==> config.mk <==
export PLATFORM = sky130hd
export DESIGN_NAME = flash_spi_responder
export DESIGN_NICKNAME = d
export VERILOG_FILES = /design/src/rtl/flash_spi_responder.sv
export SDC_FILE = /design/constraint.sdc
export NUM_CORES = 1
export LEC_CHECK = 0
export BUFFER_PORTS_ARGS = -buffer_cell sky130_fd_sc_hd__clkbuf_2
export CORE_MARGIN = 5
export CORE_UTILIZATION = 45
export DETAILED_ROUTE_END_ITERATION = 8
export SYNTH_ARGS = -nofsm -noshare
export SYNTH_HDL_FRONTEND = slang
export SYNTH_SLANG_ARGS = --single-unit
==> constraint.sdc <==
create_clock -name clk -period 9.1 [get_ports clk]
set_input_delay 1.82 -clock clk [delete_from_list [all_inputs] [get_ports clk]]
set_output_delay 1.82 -clock clk [all_outputs]
set_load 0.03 [all_outputs]
==> src/rtl/flash_spi_responder.sv <==
// SPI NOR flash responder: decodes READ/PP/SE/BE/RDSR/WREN/WRDI from an
// oversampled mode-0 SPI bus and drives a simple byte-wide backing memory.
//
// Memory port handshake: mem_rd and mem_wr are single-cycle strobes that
// are never asserted in the same cycle. mem_addr and mem_wdata are valid
// while their strobe is high. mem_rdata must be valid during the cycle
// immediately after mem_rd, and it is captured at the end of that cycle.
module flash_spi_responder #(
    parameter int ADDR_W      = 16,
    parameter int SECTOR_W    = 12,
    parameter int PROG_CYCLES = 32
) (
    input  logic              clk,
    input  logic              rst,
    input  logic              spi_c,
    input  logic              spi_d,
    input  logic              spi_csn,
    input  logic              spi_wpn,
    output logic              spi_q,
    output logic              spi_q_oe,
    output logic              busy,
    output logic [ADDR_W-1:0] mem_addr,
    output logic              mem_rd,
    input  logic [7:0]        mem_rdata,
    output logic              mem_wr,
    output logic [7:0]        mem_wdata,
    output logic [3:0]        dbg_state
);

    localparam int CNT_W = $clog2(PROG_CYCLES + 1);
    localparam logic [ADDR_W:0] SECT_BYTES = ((ADDR_W+1)'(1)) << SECTOR_W;
    localparam logic [ADDR_W:0] ALL_BYTES  = ((ADDR_W+1)'(1)) << ADDR_W;

    typedef enum logic [3:0] {
        IDLE, CMD, ADDR, PROG, READ, STATUS, IGNORE, ERASE, BUSY
    } state_t;

    typedef enum logic [2:0] {
        OP_NONE, OP_READ, OP_PP, OP_SE, OP_BE, OP_WREN, OP_WRDI
    } op_t;

    // synchronizer stages plus one history flop for edge detection
    logic c_m, c_s, c_p;
    logic d_m, d_s;
    logic csn_m, csn_s, csn_p;
    logic wpn_m, wpn_s;

    state_t            state;
    op_t               op;
    logic              wel, wip, job_erase;
    logic [CNT_W-1:0]  busy_cnt;
    logic [ADDR_W-1:0] erase_ptr;
    logic [ADDR_W:0]   erase_left;
    logic [5:0]        bit_cnt;      // saturates at 40
    logic [2:0]        bit_idx;      // bit position within the current byte
    logic [2:0]        out_cnt;      // bits already shifted out of this byte
    logic [6:0]        sr_in;
    logic [ADDR_W-1:0] addr;         // upper wire address bits fall off the top
    logic [7:0]        sr_out;
    logic [7:0]        rd_buf;       // next byte to send on spi_q
    logic [ADDR_W-1:0] rd_addr;      // prefetch address
    logic [ADDR_W-1:0] prog_addr;
    logic [7:0]        pdata;
    logic              wr_pend;      // outstanding read belongs to a program merge
    logic              mem_rd_d;

    logic              c_rise, c_fall, csn_rise, csn_fall, active;
    logic [7:0]        rx_byte, status_byte, out_byte;
    logic [ADDR_W-1:0] addr_next;

    assign c_rise      = c_s & ~c_p;
    assign c_fall      = ~c_s & c_p;
    assign csn_rise    = csn_s & ~csn_p;
    assign csn_fall    = ~csn_s & csn_p;
    assign active      = (state == CMD) || (state == ADDR) || (state == PROG) ||
                         (state == READ) || (state == STATUS) || (state == IGNORE);
    assign rx_byte     = {sr_in, d_s};
    assign addr_next   = {addr[ADDR_W-2:0], d_s};
    assign status_byte = {6'b0, wel, wip};
    assign out_byte    = (state == STATUS) ? status_byte : rd_buf;
    assign busy        = wip;
    assign dbg_state   = state;

    // bring the asynchronous SPI pins into the clk domain
    always_ff @(posedge clk or posedge rst) begin
        if (rst) begin
            c_m   <= 1'b0; c_s   <= 1'b0; c_p   <= 1'b0;
            d_m   <= 1'b0; d_s   <= 1'b0;
            csn_m <= 1'b1; csn_s <= 1'b1; csn_p <= 1'b1;
            wpn_m <= 1'b1; wpn_s <= 1'b1;
        end else begin
            c_m   <= spi_c;   c_s   <= c_m;   c_p   <= c_s;
            d_m   <= spi_d;   d_s   <= d_m;
            csn_m <= spi_csn; csn_s <= csn_m; csn_p <= csn_s;
            wpn_m <= spi_wpn; wpn_s <= wpn_m;
        end
    end

    // protocol FSM, background program/erase engine and memory port
    always_ff @(posedge clk or posedge rst) begin
        if (rst) begin
            state      <= IDLE;
            op         <= OP_NONE;
            wel        <= 1'b0;
            wip        <= 1'b0;
            job_erase  <= 1'b0;
            busy_cnt   <= '0;
            erase_ptr  <= '0;
            erase_left <= '0;
            bit_cnt    <= '0;
            bit_idx    <= '0;
            out_cnt    <= '0;
            sr_in      <= '0;
            addr       <= '0;
            sr_out     <= '0;
            rd_buf     <= '0;
            rd_addr    <= '0;
            prog_addr  <= '0;
            pdata      <= '0;
            wr_pend    <= 1'b0;
            mem_rd_d   <= 1'b0;
            spi_q      <= 1'b0;
            spi_q_oe   <= 1'b0;
            mem_rd     <= 1'b0;
            mem_wr     <= 1'b0;
            mem_addr   <= '0;
            mem_wdata  <= '0;
        end else begin
            mem_rd   <= 1'b0;
            mem_wr   <= 1'b0;
            mem_rd_d <= mem_rd;

            // read data return: either a read-stream byte or a program merge
            if (mem_rd_d) begin
                if (wr_pend) begin
                    mem_wr    <= 1'b1;
                    mem_wdata <= pdata & mem_rdata;
                    wr_pend   <= 1'b0;
                end else begin
                    rd_buf <= mem_rdata;
                end
            end

            // background job runs regardless of chip-select activity
            if (wip) begin
                if (job_erase) begin
                    if (erase_left != '0) begin
                        mem_wr     <= 1'b1;
                        mem_addr   <= erase_ptr;
                        mem_wdata  <= 8'hFF;
                        erase_ptr  <= erase_ptr + 1'b1;
                        erase_left <= erase_left - 1'b1;
                    end else begin
                        wip <= 1'b0;
                    end
                end else if (busy_cnt == '0) begin
                    wip <= 1'b0;
                end else begin
                    busy_cnt <= busy_cnt - 1'b1;
                end
            end else if (state == ERASE || state == BUSY) begin
                state <= IDLE;
            end

            if (csn_rise) begin
                if (active) begin
                    spi_q_oe <= 1'b0;
                    spi_q    <= 1'b0;
                    state    <= wip ? (job_erase ? ERASE : BUSY) : IDLE;
                    case (op)
                        OP_WREN: if (bit_cnt == 6'd8) wel <= 1'b1;
                        OP_WRDI: if (bit_cnt == 6'd8) wel <= 1'b0;
                        OP_PP: begin
                            if (bit_cnt == 6'd40 && bit_idx == 3'd0) begin
                                wel       <= 1'b0;
                                wip       <= 1'b1;
                                job_erase <= 1'b0;
                                busy_cnt  <= CNT_W'(PROG_CYCLES - 1);
                                state     <= BUSY;
                            end
                        end
                        OP_SE: begin
                            if (bit_cnt == 6'd32) begin
                                wel        <= 1'b0;
                                wip        <= 1'b1;
                                job_erase  <= 1'b1;
                                erase_ptr  <= {addr[ADDR_W-1:SECTOR_W], {SECTOR_W{1'b0}}};
                                erase_left <= SECT_BYTES;
                                state      <= ERASE;
                            end
                        end
                        OP_BE: begin
                            if (bit_cnt == 6'd8) begin
                                wel        <= 1'b0;
                                wip        <= 1'b1;
                                job_erase  <= 1'b1;
                                erase_ptr  <= '0;
                                erase_left <= ALL_BYTES;
                                state      <= ERASE;
                            end
                        end
                        default: ;
                    endcase
                end
            end else if (csn_fall) begin
                state   <= CMD;
                op      <= OP_NONE;
                bit_cnt <= '0;
                bit_idx <= '0;
                out_cnt <= '0;
            end else if (!csn_s && active) begin
                if (c_rise) begin
                    sr_in   <= rx_byte[6:0];
                    bit_idx <= bit_idx + 1'b1;
                    if (bit_cnt != 6'd40) bit_cnt <= bit_cnt + 1'b1;
                    case (state)
                        CMD: begin
                            if (bit_idx == 3'd7) begin
                                state <= IGNORE;
                                if (wip) begin
                                    if (rx_byte == 8'h05) begin
                                        state    <= STATUS;
                                        spi_q_oe <= 1'b1;
                                        out_cnt  <= '0;
                                    end
                                end else begin
                                    case (rx_byte)
                                        8'h03: begin op <= OP_READ; state <= ADDR; end
                                        8'h02: if (wel && wpn_s) begin op <= OP_PP; state <= ADDR; end
                                        8'hD8: if (wel && wpn_s) begin op <= OP_SE; state <= ADDR; end
                                        8'hC7: if (wel && wpn_s) op <= OP_BE;
                                        8'h06: op <= OP_WREN;
                                        8'h04: op <= OP_WRDI;
                                        8'h05: begin
                                            state    <= STATUS;
                                            spi_q_oe <= 1'b1;
                                            out_cnt  <= '0;
                                        end
                                        default: ;
                                    endcase
                                end
                            end
                        end
                        ADDR: begin
                            addr <= addr_next;
                            if (bit_cnt == 6'd31) begin
                                case (op)
                                    OP_READ: begin
                                        state    <= READ;
                                        mem_rd   <= 1'b1;
                                        mem_addr <= addr_next;
                                        rd_addr  <= addr_next + 1'b1;
                                        out_cnt  <= '0;
                                        spi_q_oe <= 1'b1;
                                    end
                                    OP_PP: begin
                                        state     <= PROG;
                                        prog_addr <= addr_next;
                                    end
                                    default: state <= IGNORE;
                                endcase
                            end
                        end
                        PROG: begin
                            if (bit_idx == 3'd7) begin
                                mem_rd    <= 1'b1;
                                mem_addr  <= prog_addr;
                                pdata     <= rx_byte;
                                wr_pend   <= 1'b1;
                                prog_addr <= {prog_addr[ADDR_W-1:8], prog_addr[7:0] + 8'd1};
                            end
                        end
                        default: ;
                    endcase
                end else if (c_fall && (state == READ || state == STATUS)) begin
                    out_cnt <= out_cnt + 1'b1;
                    if (out_cnt == 3'd0) begin
                        spi_q  <= out_byte[7];
                        sr_out <= {out_byte[6:0], 1'b0};
                        if (state == READ) begin
                            mem_rd   <= 1'b1;
                            mem_addr <= rd_addr;
                            rd_addr  <= rd_addr + 1'b1;
                        end
                    end else begin
                        spi_q  <= sr_out[7];
                        sr_out <= {sr_out[6:0], 1'b0};
                    end
                end
            end
        end
    end

endmodule

==> results of run 1 <==
[synth_stat cells, types with 11 or more instances]
cell type	number	area share
ha_1	16	0.020
nand3_1	33	0.017
dfrtp_1	174	0.44
mux2_2	47	0.054
nor4_1	12	0.0076
o21ai_0	68	0.035
nand2_1	100	0.038
inv_1	27	0.010
clkbuf_1	33	0.013
a211oi_1	15	0.011
nor2b_1	15	0.0095
a22o_1	13	0.012
xnor2_1	23	0.020
and3_1	16	0.010
a211o_1	12	0.011
nor3b_1	14	0.011
nor3_1	36	0.018
a21oi_1	69	0.035
mux2i_1	28	0.028
buf_2	16	0.0081
nor2_1	78	0.030
nand2b_1	11	0.0070
a31oi_1	15	0.0095
[cells in the final DEF (no fill, tap or decap), drive strengths merged, types with 9 or more instances in the layout]
master and instances:
nand2b 11, nor3b 14, and3 16, a211oi 15, mux2 47, nor2 79, buf 9, dfrtp 174
xnor2 23, nand2 101, clkbuf 63, a22o 13, ha 16, o22ai 10, mux2i 28, nor4 16
a31oi 15, or3 11, inv 35, a21oi 69, nor2b 16, nor3 38, nand4 10, o21ai 70
nand3 33, a211o 12
[routing by layer]
layer | vias up | track usage | share of wire
met5 | - | 0 | 0
met1 | 3895 | 0.320 | 0.50
met3 | 20 | 0.0375 | 0.052
met4 | 0 | 0.0492 | 0.014
met2 | 196 | 0.296 | 0.43
li1 | 3777 | - | -
[state kept, by name, summed over array words and instances, names as in the netlist, 4 cells and up]
register and count:
erase_left 17, addr 16, erase_ptr 16, mem_addr 16, prog_addr 16, rd_addr 16
mem_wdata 8, pdata 8, rd_buf 8, sr_in 7, sr_out 7, bit_cnt 6
busy_cnt 6, dbg_state 4
[worst paths after layout]
kind / cells past startpoint / slack [ns] / end / from
min: 0 / 0.35 / c_s$_DFF_PP0_ / c_m$_DFF_PP0_
max reg2reg: 6 / 5.50 / sr_out[5]$_DFFE_PP0P_ / csn_s$_DFF_PP1_
min reg2reg: 0 / 0.35 / c_s$_DFF_PP0_ / c_m$_DFF_PP0_
min in group asynchronous: 2 / 1.47 / busy_cnt[0]$_DFF_PP0_ / rst
max: 6 / 5.50 / sr_out[5]$_DFFE_PP0P_ / csn_s$_DFF_PP1_
max in group asynchronous: 3 / 6.10 / dbg_state[2]$_DFF_PP0_ / rst
[critical path, delay by kind of cell (launching register included)]
kind	cells	cell delay (ns)
AOI/OAI and AO/OA	1	0.17
DFF	1	0.60
buffers and inverters	1	0.07
adders and majority gates	1	0.35
and+or+nand+nor	3	2.24
[power groups by stage]
stage | Sequential (mW) | Combinational [mW] | Clock [mW]
2_1_floorplan | 0.872 | 0.133 | 0
4_1_cts | 0.871 | 0.167 | 0.767
5_1_grt | 0.878 | 0.187 | 0.799
3_5_place_dp | 0.887 | 0.166 | 0
6_report | 0.871 | 0.166 | 0.750
3_3_place_gp | 0.887 | 0.165 | 0
[final cells by class]
| type | count | area share |
|---|---|---|
| well taps | 280 | 0.0323 |
| flip-flops and latches | 179 | 0.414 |
| multi-input cells | 758 | 0.460 |
| clock inverters | 15 | 0.0165 |
| clock buffers | 17 | 0.0393 |
| inverters | 27 | 0.0100 |
| repair buffers | 55 | 0.0275 |
[per-stage QoR]
stage	power (mW)	std cells	worst slack, ns
3_5_place_dp	1.05	1299	5.47
2_1_floorplan	1.01	1023	2.43
5_1_grt	1.87	1331	5.12
4_1_cts	1.81	1331	5.48
3_3_place_gp	1.05	1299	5.56
6_report	1.79	1331	5.50
[cell families after synthesis]
kind of cell | share of synthesized area
AOI/OAI and AO/OA | 0.170
xor gates and xnor gates | 0.0249
muxes | 0.0823
DFF | 0.456
and+or+nand+nor | 0.208
adders and majority gates | 0.0203
buffers and inverters | 0.0390
==> results.ini, run 1 <==
[clocking]
htree_levels=4
cts_setup_buffers=0
numCtsBuffers=17
cts.sinks=179
cts_tree=built
ctsRootBufferMaster=clkbuf_16
clock_path_buffers=2
ctsResizeCount=0
clk_pin_slew_ns=0.08
holdBufCountCts=0
worstSkewPairLatency_ns=0.44

[timing]
rsz0062_at_grt=false
whs_ns=0.351
setup-violations-final=0
worst_slew_pin_slew_ns=1.26
tns_ns=0
hold_viol_final=0
final.period_utilization=0.396
fin_skew_ns=0.0170
maxSlewViolCount=0
fin_crit_ns=3.60
relSlewSlack=0.154
fmax_mhz=278

[final_layout]
final_util=0.499
design_area_sq_mm=0.0108
syn2layout_area_growth_pct=10.1
multiInputGateArea_sq_mm=0.00498
regArea_sq_mm=0.00449
layout-drive-gt1-share=0.158
antenna_cells=0
final_nets=1068
nFillCells=1991

[grt]
grt_usage=0.205
grt_overflow=0
grt_first_pass_wirelength_mm=40.9
grt_pass1_vias=7458
antenna_found_initial=1
grt_max_degree=111

[outcome]
outcome=complete, no violations

[yosys]
synth_top_flop_cell=dfrtp_1
ys_seq_elements=179
yosysWarningCount=0
synth_seq_area_share=0.456
syn_avg_cell_area_sq_um=9.62
synth-edff-count=0
async_flop_share=1.00
syn-num-nets=1053
netlist_area_sq_mm=0.00984
synth.distinct_cells=81
synth_cells=1023

[power_and_ir_drop]
ir_drop_v=0.000118
clockPowerShare=0.420
pwr-share-seq=0.487
combPwrFrac=0.093
total_leakage_power_nw=4.92
internal-power_mw=1.27
powerDensity_mw_per_mm2=165
p_sw_mw=0.518
p_sw_frac=0.290

[floorplan]
io_pins=47
fp.dieW_um=158
die_h_um=158
core_area_sq_mm=0.0217
start_util=0.454
die_area_sq_mm=0.0249
rows=54

[route]
ant_nets=0
wl_per_cell_um=18.6
dr.pass1.iters=5
via_count=7888
drc=0
vias_per_cell=5.93
dr.first_iter.drc_count=618
drt_wl_total_mm=24.8

[critical_path]
critPathArrivalTime_ns=3.86
crit_fanout=15
path_class=reg2reg
slowest_stage=nor3_1
cp.required_ns=9.36
critPathLaunchType=register
crit_path_max_incr_delay_ns=1.24
cp-end-kind=register
crit_chain=inv_1 -> ha_1 -> nor2_1 -> nand4b_1 -> nor3_1 -> a31oi_1

[placed_design]
dp_hpwl_mm=17.1
gp_congestion=0.864
place_area_sq_mm=0.0102
portBuffers=46

[job]
cap_violations=0

[worst_hold_path]
hold_class=reg2reg

No activity file was read; power rests on OpenSTA's default activity.
==> run 2: changes to the inputs <==
==> constraint.sdc (replaced) <==
create_clock -name clk -period 3.06 [get_ports clk]
set_input_delay 0.612 -clock clk [delete_from_list [all_inputs] [get_ports clk]]
set_output_delay 0.612 -clock clk [all_outputs]
set_load 0.03 [all_outputs]
==> run 2 against run 1 <==
Hold slack lost 0.10 ns. Via count up 1.0%. Clock power increased to 3.0 times the previous value. Die area unchanged. Count of clock-buffer cells in the layout is the same. Critical endpoint is now mem_addr[5]$_DFF_PP0_. Largest power group unchanged.
==> results.ini, run 2 (synthesized netlist as in run 1, its figures left out) <==
[final_layout]
antenna_cells=0  ; unchanged
final_util=0.510  ; was 0.499
syn2layout_area_growth_pct=12.4  ; was 10.1%
final_nets=1091  ; was 1068
layout-drive-gt1-share=0.176  ; was 0.158
design_area_sq_mm=0.0111  ; was 0.0108 sq mm
largest_register=erase_left  ; unchanged
finalNonFillerCells=1354  ; was 1331
nFillCells=1972  ; was 1991
final_common_cell=dfrtp_1  ; unchanged
final_cell_mix=dfrtp_1, nand2_1, nor2_1, a21oi_1, o21ai_0  ; unchanged
largest_reg_flops=17  ; unchanged

[placed_design]
dp.cells=1322  ; was 1299
place_area_sq_mm=0.0104  ; was 0.0102 sq mm
dp_hpwl_mm=17.8  ; was 17.1 mm
gp_congestion=0.867  ; was 0.864
portBuffers=46  ; unchanged

[clocking]
clock_path_buffers=2  ; unchanged
worstSkewPairLatency_ns=0.44  ; about the same
numCtsBuffers=17  ; unchanged
cts_setup_buffers=0  ; unchanged
ctsResizeCount=0  ; unchanged
ctsRootBufferMaster=clkbuf_16  ; unchanged
clk_pin_slew_ns=0.08  ; about the same
htree_levels=4  ; unchanged
holdBufCountCts=0  ; unchanged
cts_tree=built  ; unchanged
cts.sinks=179  ; unchanged

[power_and_ir_drop]
internal-power_mw=3.81  ; was 1.27 mW
pwr-share-seq=0.481  ; was 0.487
ir_drop_v=0.000293  ; was 0.000118 V
power.total_mw=5.38  ; was 1.79 mW
p_sw_mw=1.57  ; was 0.518 mW
powerDensity_mw_per_mm2=486  ; was 165 mW/mm^2
total_leakage_power_nw=5.05  ; was 4.92 nW
p_sw_frac=0.292  ; was 0.290
clockPowerShare=0.422  ; was 0.420
combPwrFrac=0.097  ; was 0.093

[timing]
final.period_utilization=0.895  ; was 0.396
maxSlewViolCount=0  ; unchanged
fmax_mhz=365  ; was 278 MHz
setup-violations-final=0  ; unchanged
worst_slew_pin_slew_ns=0.765  ; was 1.26 ns
fin_skew_ns=0.0210  ; was 0.0170 ns
hold_viol_final=0  ; unchanged
relSlewSlack=0.490  ; was 0.154
rsz0062_at_grt=false  ; unchanged
fin_crit_ns=2.74  ; was 3.60 ns
tns_ns=0  ; unchanged

[critical_path]
rr_endpoint=mem_addr[5]$_DFF_PP0_  ; was sr_out[5]$_DFFE_PP0P_
crit_chain=or4_4 -> nand2b_1 -> o21ai_4 -> buf_4 -> mux2i_1 -> a21o_1 -> o221ai_1  ; was inv_1 -> ha_1 -> nor2_1 -> nand4b_1 -> nor3_1 -> a31oi_1
crit_path_max_incr_delay_ns=0.58  ; was 1.24 ns
path_class=reg2reg  ; unchanged
r2r_cells=7  ; was 6
slowest_stage=or4_4  ; was nor3_1
crit_fanout=11  ; was 15
rrSetupSlack_ns=0.32  ; was 5.50 ns
critPathLaunchType=register  ; unchanged
cp-end-kind=register  ; unchanged
critPathArrivalTime_ns=3.03  ; was 3.86 ns
r2r_start=erase_left[2]$_DFF_PP0_  ; was csn_s$_DFF_PP1_
cp_top_family=simple AND/OR/NAND/NOR gates  ; unchanged
cp.required_ns=3.35  ; was 9.36 ns
path_buf_inv=1  ; unchanged

[route]
drc=0  ; unchanged
dr.first_iter.drc_count=688  ; was 618
ant_nets=0  ; unchanged
via_count=7967  ; was 7888
vias_per_cell=5.88  ; was 5.93
wl_per_cell_um=18.8  ; was 18.6 um
dr.pass1.iters=6  ; was 5
drt_wl_total_mm=25.5  ; was 24.8 mm

[floorplan]
die_h_um=158  ; unchanged
core_area_sq_mm=0.0217  ; unchanged
rows=54  ; unchanged
die_area_sq_mm=0.0249  ; unchanged
io_pins=47  ; unchanged
fp.dieW_um=158  ; unchanged
start_util=0.454  ; unchanged

[job]
cap_violations=0  ; unchanged

[worst_hold_path]
hold_class=in2reg  ; was reg2reg
hold_depth=1  ; was 0
whs_endpoint=csn_m$_DFF_PP1_  ; was c_s$_DFF_PP0_
min_from=spi_csn  ; was c_m$_DFF_PP0_

[grt]
antenna_found_initial=0  ; was 1
grt_overflow=0  ; unchanged
grt_first_pass_wirelength_mm=42.0  ; was 40.9 mm
grt_pass1_vias=7575  ; was 7458
grt_usage=0.212  ; was 0.205
grt_max_degree=95  ; was 111

[outcome]
outcome=complete, no violations  ; unchanged

## run 2: changes by cell type in the layout (fill, tap and decap cells not counted), sizes merged
cell,previous run,this run
inv,35,33
buf,9,32
clkinv,7,8
clkinvlp,0,1
## run 2: final cells by class
cell class,instances,area (sq um),share of cell area
flip-flops and latches,179,4490,0.406
repair buffers,78,508,0.0459
clock buffers,17,425,0.0385
inverters,27,105,0.00950
multi-input cells,758,4980,0.451
well taps,280,350,0.0317
clock inverters,15,201,0.0182
## run 2: worst max-delay path by stage
| stage | endpoint | cells after the start | slack (ns) | from |
|---|---|---|---|---|
| floorplan | addr[0]$_DFFE_PP0P_ | 1 | 0.16 | rst |
| global route | mem_addr[5]$_DFF_PP0_ | 7 | 0.15 | erase_left[2]$_DFF_PP0_ |
| global placement | bit_cnt[2]$_DFFE_PP0P_ | 7 | 0.39 | csn_p$_DFF_PP1_ |
| detailed placement | mem_addr[5]$_DFF_PP0_ | 7 | 0.34 | erase_left[2]$_DFF_PP0_ |
| CTS | mem_addr[5]$_DFF_PP0_ | 7 | 0.33 | erase_left[2]$_DFF_PP0_ |
| finish | mem_addr[5]$_DFF_PP0_ | 7 | 0.32 | erase_left[2]$_DFF_PP0_ |
## run 2: layer usage
layer,wire [um],GRT usage,vias to the layer above
li1,-,-,3817
met1,12500,0.323,3916
met2,11300,0.314,201
met3,1240,0.0358,33
met4,395,0.0528,0
met5,0,0,-
## run 2: power by group through the flow
| stage | Clock, mW | Sequential, mW | Combinational, mW |
|---|---|---|---|
| 5_1_grt | 2.43 | 2.60 | 0.589 |
| 6_report | 2.27 | 2.59 | 0.524 |
| 3_3_place_gp | 0 | 2.63 | 0.520 |
| 3_5_place_dp | 0 | 2.63 | 0.526 |
| 4_1_cts | 2.33 | 2.58 | 0.527 |
| 2_1_floorplan | 0 | 2.59 | 0.396 |
## run 2: through the flow
step,hold slack [ns],setup slack (ns)
detailed placement,0.337,0.341
finish,0.250,0.321
floorplan,0.331,0.157
CTS,0.235,0.333
global placement,0.333,0.394
global route,0.225,0.153
==> run 3: changes to the inputs <==
--- a/config.mk
+++ b/config.mk
@@ -5,7 +5,7 @@
 export SDC_FILE = /design/constraint.sdc
 export NUM_CORES = 1
 export LEC_CHECK = 0
-export BUFFER_PORTS_ARGS = -buffer_cell sky130_fd_sc_hd__clkbuf_2
+export BUFFER_PORTS_ARGS = -buffer_cell sky130_fd_sc_hd__buf_2
 export CORE_MARGIN = 5
 export CORE_UTILIZATION = 45
 export DETAILED_ROUTE_END_ITERATION = 8
==> run 3 against run 2 <==
Hold slack got worse by 0.032 ns. Sequential share of layout area decreased by 0.14 points. Power increased by 0.89%. Non-clock buffer count increased by 5. Register-to-register slack about the same. Die area unchanged. Cell area increased by 0.34%. Largest power group unchanged.
==> results.ini, run 3 (synthesized netlist as in run 1, its figures left out) <==
[final_layout]
final_cell_mix=dfrtp_1, nand2_1, nor2_1, a21oi_1, o21ai_0  ; unchanged
syn2layout_area_growth_pct=12.8  ; was 12.4%
antenna_cells=0  ; unchanged
final_util=0.512  ; was 0.510
final_common_cell=dfrtp_1  ; unchanged
largest_reg_flops=17  ; unchanged
layout-drive-gt1-share=0.180  ; was 0.176
final_nets=1096  ; was 1091
largest_register=erase_left  ; unchanged

[critical_path]
cp-end-kind=register  ; unchanged
path_class=reg2reg  ; unchanged
critPathLaunchType=register  ; unchanged
cp_top_family=simple AND/OR/NAND/NOR gates  ; unchanged
slowest_stage=or4_4  ; unchanged
crit_chain=or4_4 -> nand2b_1 -> o21ai_4 -> buf_4 -> mux2i_1 -> a21o_1 -> o221ai_1  ; unchanged
path_buf_inv=1  ; unchanged
critPathArrivalTime_ns=3.04  ; was 3.03 ns
cp.required_ns=3.36  ; was 3.35 ns
crit_path_max_incr_delay_ns=0.58  ; about the same
crit_fanout=11  ; unchanged

[route]
dr.pass1.iters=5  ; was 6
wl_per_cell_um=18.6  ; was 18.8 um
via_count=8030  ; was 7967
vias_per_cell=5.91  ; was 5.88
dr.first_iter.drc_count=634  ; was 688
drt_wl_total_mm=25.3  ; was 25.5 mm
ant_nets=0  ; unchanged
drc=0  ; unchanged

[clocking]
cts.sinks=179  ; unchanged
htree_levels=4  ; unchanged
holdBufCountCts=0  ; unchanged
worstSkewPairLatency_ns=0.44  ; about the same
clk_pin_slew_ns=0.08  ; about the same
clock_path_buffers=2  ; unchanged
ctsResizeCount=0  ; unchanged
cts_setup_buffers=0  ; unchanged
cts_tree=built  ; unchanged
numCtsBuffers=17  ; unchanged
ctsRootBufferMaster=clkbuf_16  ; unchanged

[grt]
grt_max_degree=73  ; was 95
grt_first_pass_wirelength_mm=42.4  ; was 42.0 mm
antenna_found_initial=0  ; unchanged
grt_usage=0.212  ; about the same
grt_overflow=0  ; unchanged
grt_pass1_vias=7778  ; was 7575

[placed_design]
dp_hpwl_mm=18.1  ; was 17.8 mm
portBuffers=46  ; unchanged
gp_congestion=0.884  ; was 0.867

[timing]
fin_crit_ns=2.74  ; about the same
fin_skew_ns=0.0184  ; was 0.0210 ns
worst_slew_pin_slew_ns=0.746  ; was 0.765 ns
tns_ns=0  ; unchanged
fmax_mhz=365  ; about the same
hold_viol_final=0  ; unchanged
setup-violations-final=0  ; unchanged
maxSlewViolCount=0  ; unchanged
final.period_utilization=0.895  ; about the same
relSlewSlack=0.502  ; was 0.490
rsz0062_at_grt=false  ; unchanged

[power_and_ir_drop]
combPwrFrac=0.097  ; about the same
total_leakage_power_nw=5.08  ; was 5.05 nW
pwr-share-seq=0.477  ; was 0.481
powerDensity_mw_per_mm2=489  ; was 486 mW/mm^2
clockPowerShare=0.426  ; was 0.422
p_sw_mw=1.60  ; was 1.57 mW
internal-power_mw=3.83  ; was 3.81 mW
p_sw_frac=0.295  ; was 0.292
ir_drop_v=0.000349  ; was 0.000293 V

[floorplan]
fp.dieW_um=158  ; unchanged
core_area_sq_mm=0.0217  ; unchanged
io_pins=47  ; unchanged
rows=54  ; unchanged
die_area_sq_mm=0.0249  ; unchanged
die_h_um=158  ; unchanged
start_util=0.454  ; unchanged

[outcome]
outcome=complete, no violations  ; unchanged

[worst_hold_path]
hold_class=in2async  ; was in2reg

[job]
cap_violations=0  ; unchanged

==> run 3: metrics by stage <==
step                      cell area [sq um]  hold slack (ns)  total power, mW  instances  setup slack, ns
after global routing                  11100            0.249             5.66       1359            0.120
after detailed placement              10500            0.336             3.16       1327            0.333
after floorplan                        9840            0.331             2.99       1023            0.157
final                                 11100            0.218             5.43       1359            0.322
after global placement                10500            0.334             3.16       1327            0.355
after CTS                             11100            0.232             5.48       1359            0.319
==> run 3: path summary, 6_finish.rpt <==
kind	depth (start not counted)	slack, ns	start	to
setup reg to reg	7	0.32	erase_left[2]$_DFF_PP0_	mem_addr[5]$_DFF_PP0_
max in group asynchronous	3	2.07	rst	csn_s$_DFF_PP1_
min in group clk	1	0.27	spi_csn	csn_m$_DFF_PP1_
hold / removal	2	0.22	rst	busy_cnt[5]$_DFF_PP0_
hold reg to reg	0	0.35	d_m$_DFF_PP0_	d_s$_DFF_PP0_
setup / recovery	7	0.32	erase_left[2]$_DFF_PP0_	mem_addr[5]$_DFF_PP0_
==> run 3: power by group through the flow <==
stage	registers, mW	clock network [mW]	logic (mW)
after floorplan	2.59	0	0.396
final	2.59	2.31	0.529
after global routing	2.60	2.46	0.591
after detailed placement	2.63	0	0.528
after CTS	2.59	2.36	0.532
after global placement	2.63	0	0.526
==> run 3: metal layers <==
metal  global-route usage  share of wire  vias up
met5                    0              0        -
met4               0.0635          0.020        0
met3               0.0284          0.038       36
met2                0.312           0.44      187
met1                0.326           0.50     3981
li1                     -              -     3826
==> run 3: cell type report <==
type,count,area (sq um)
timing repair buffer,83,533
multi-input combinational,758,4980
inverter,27,105
tap,280,350
clock buffer,17,425
fill,2000,10600
clock inverter,15,214
sequential,179,4490
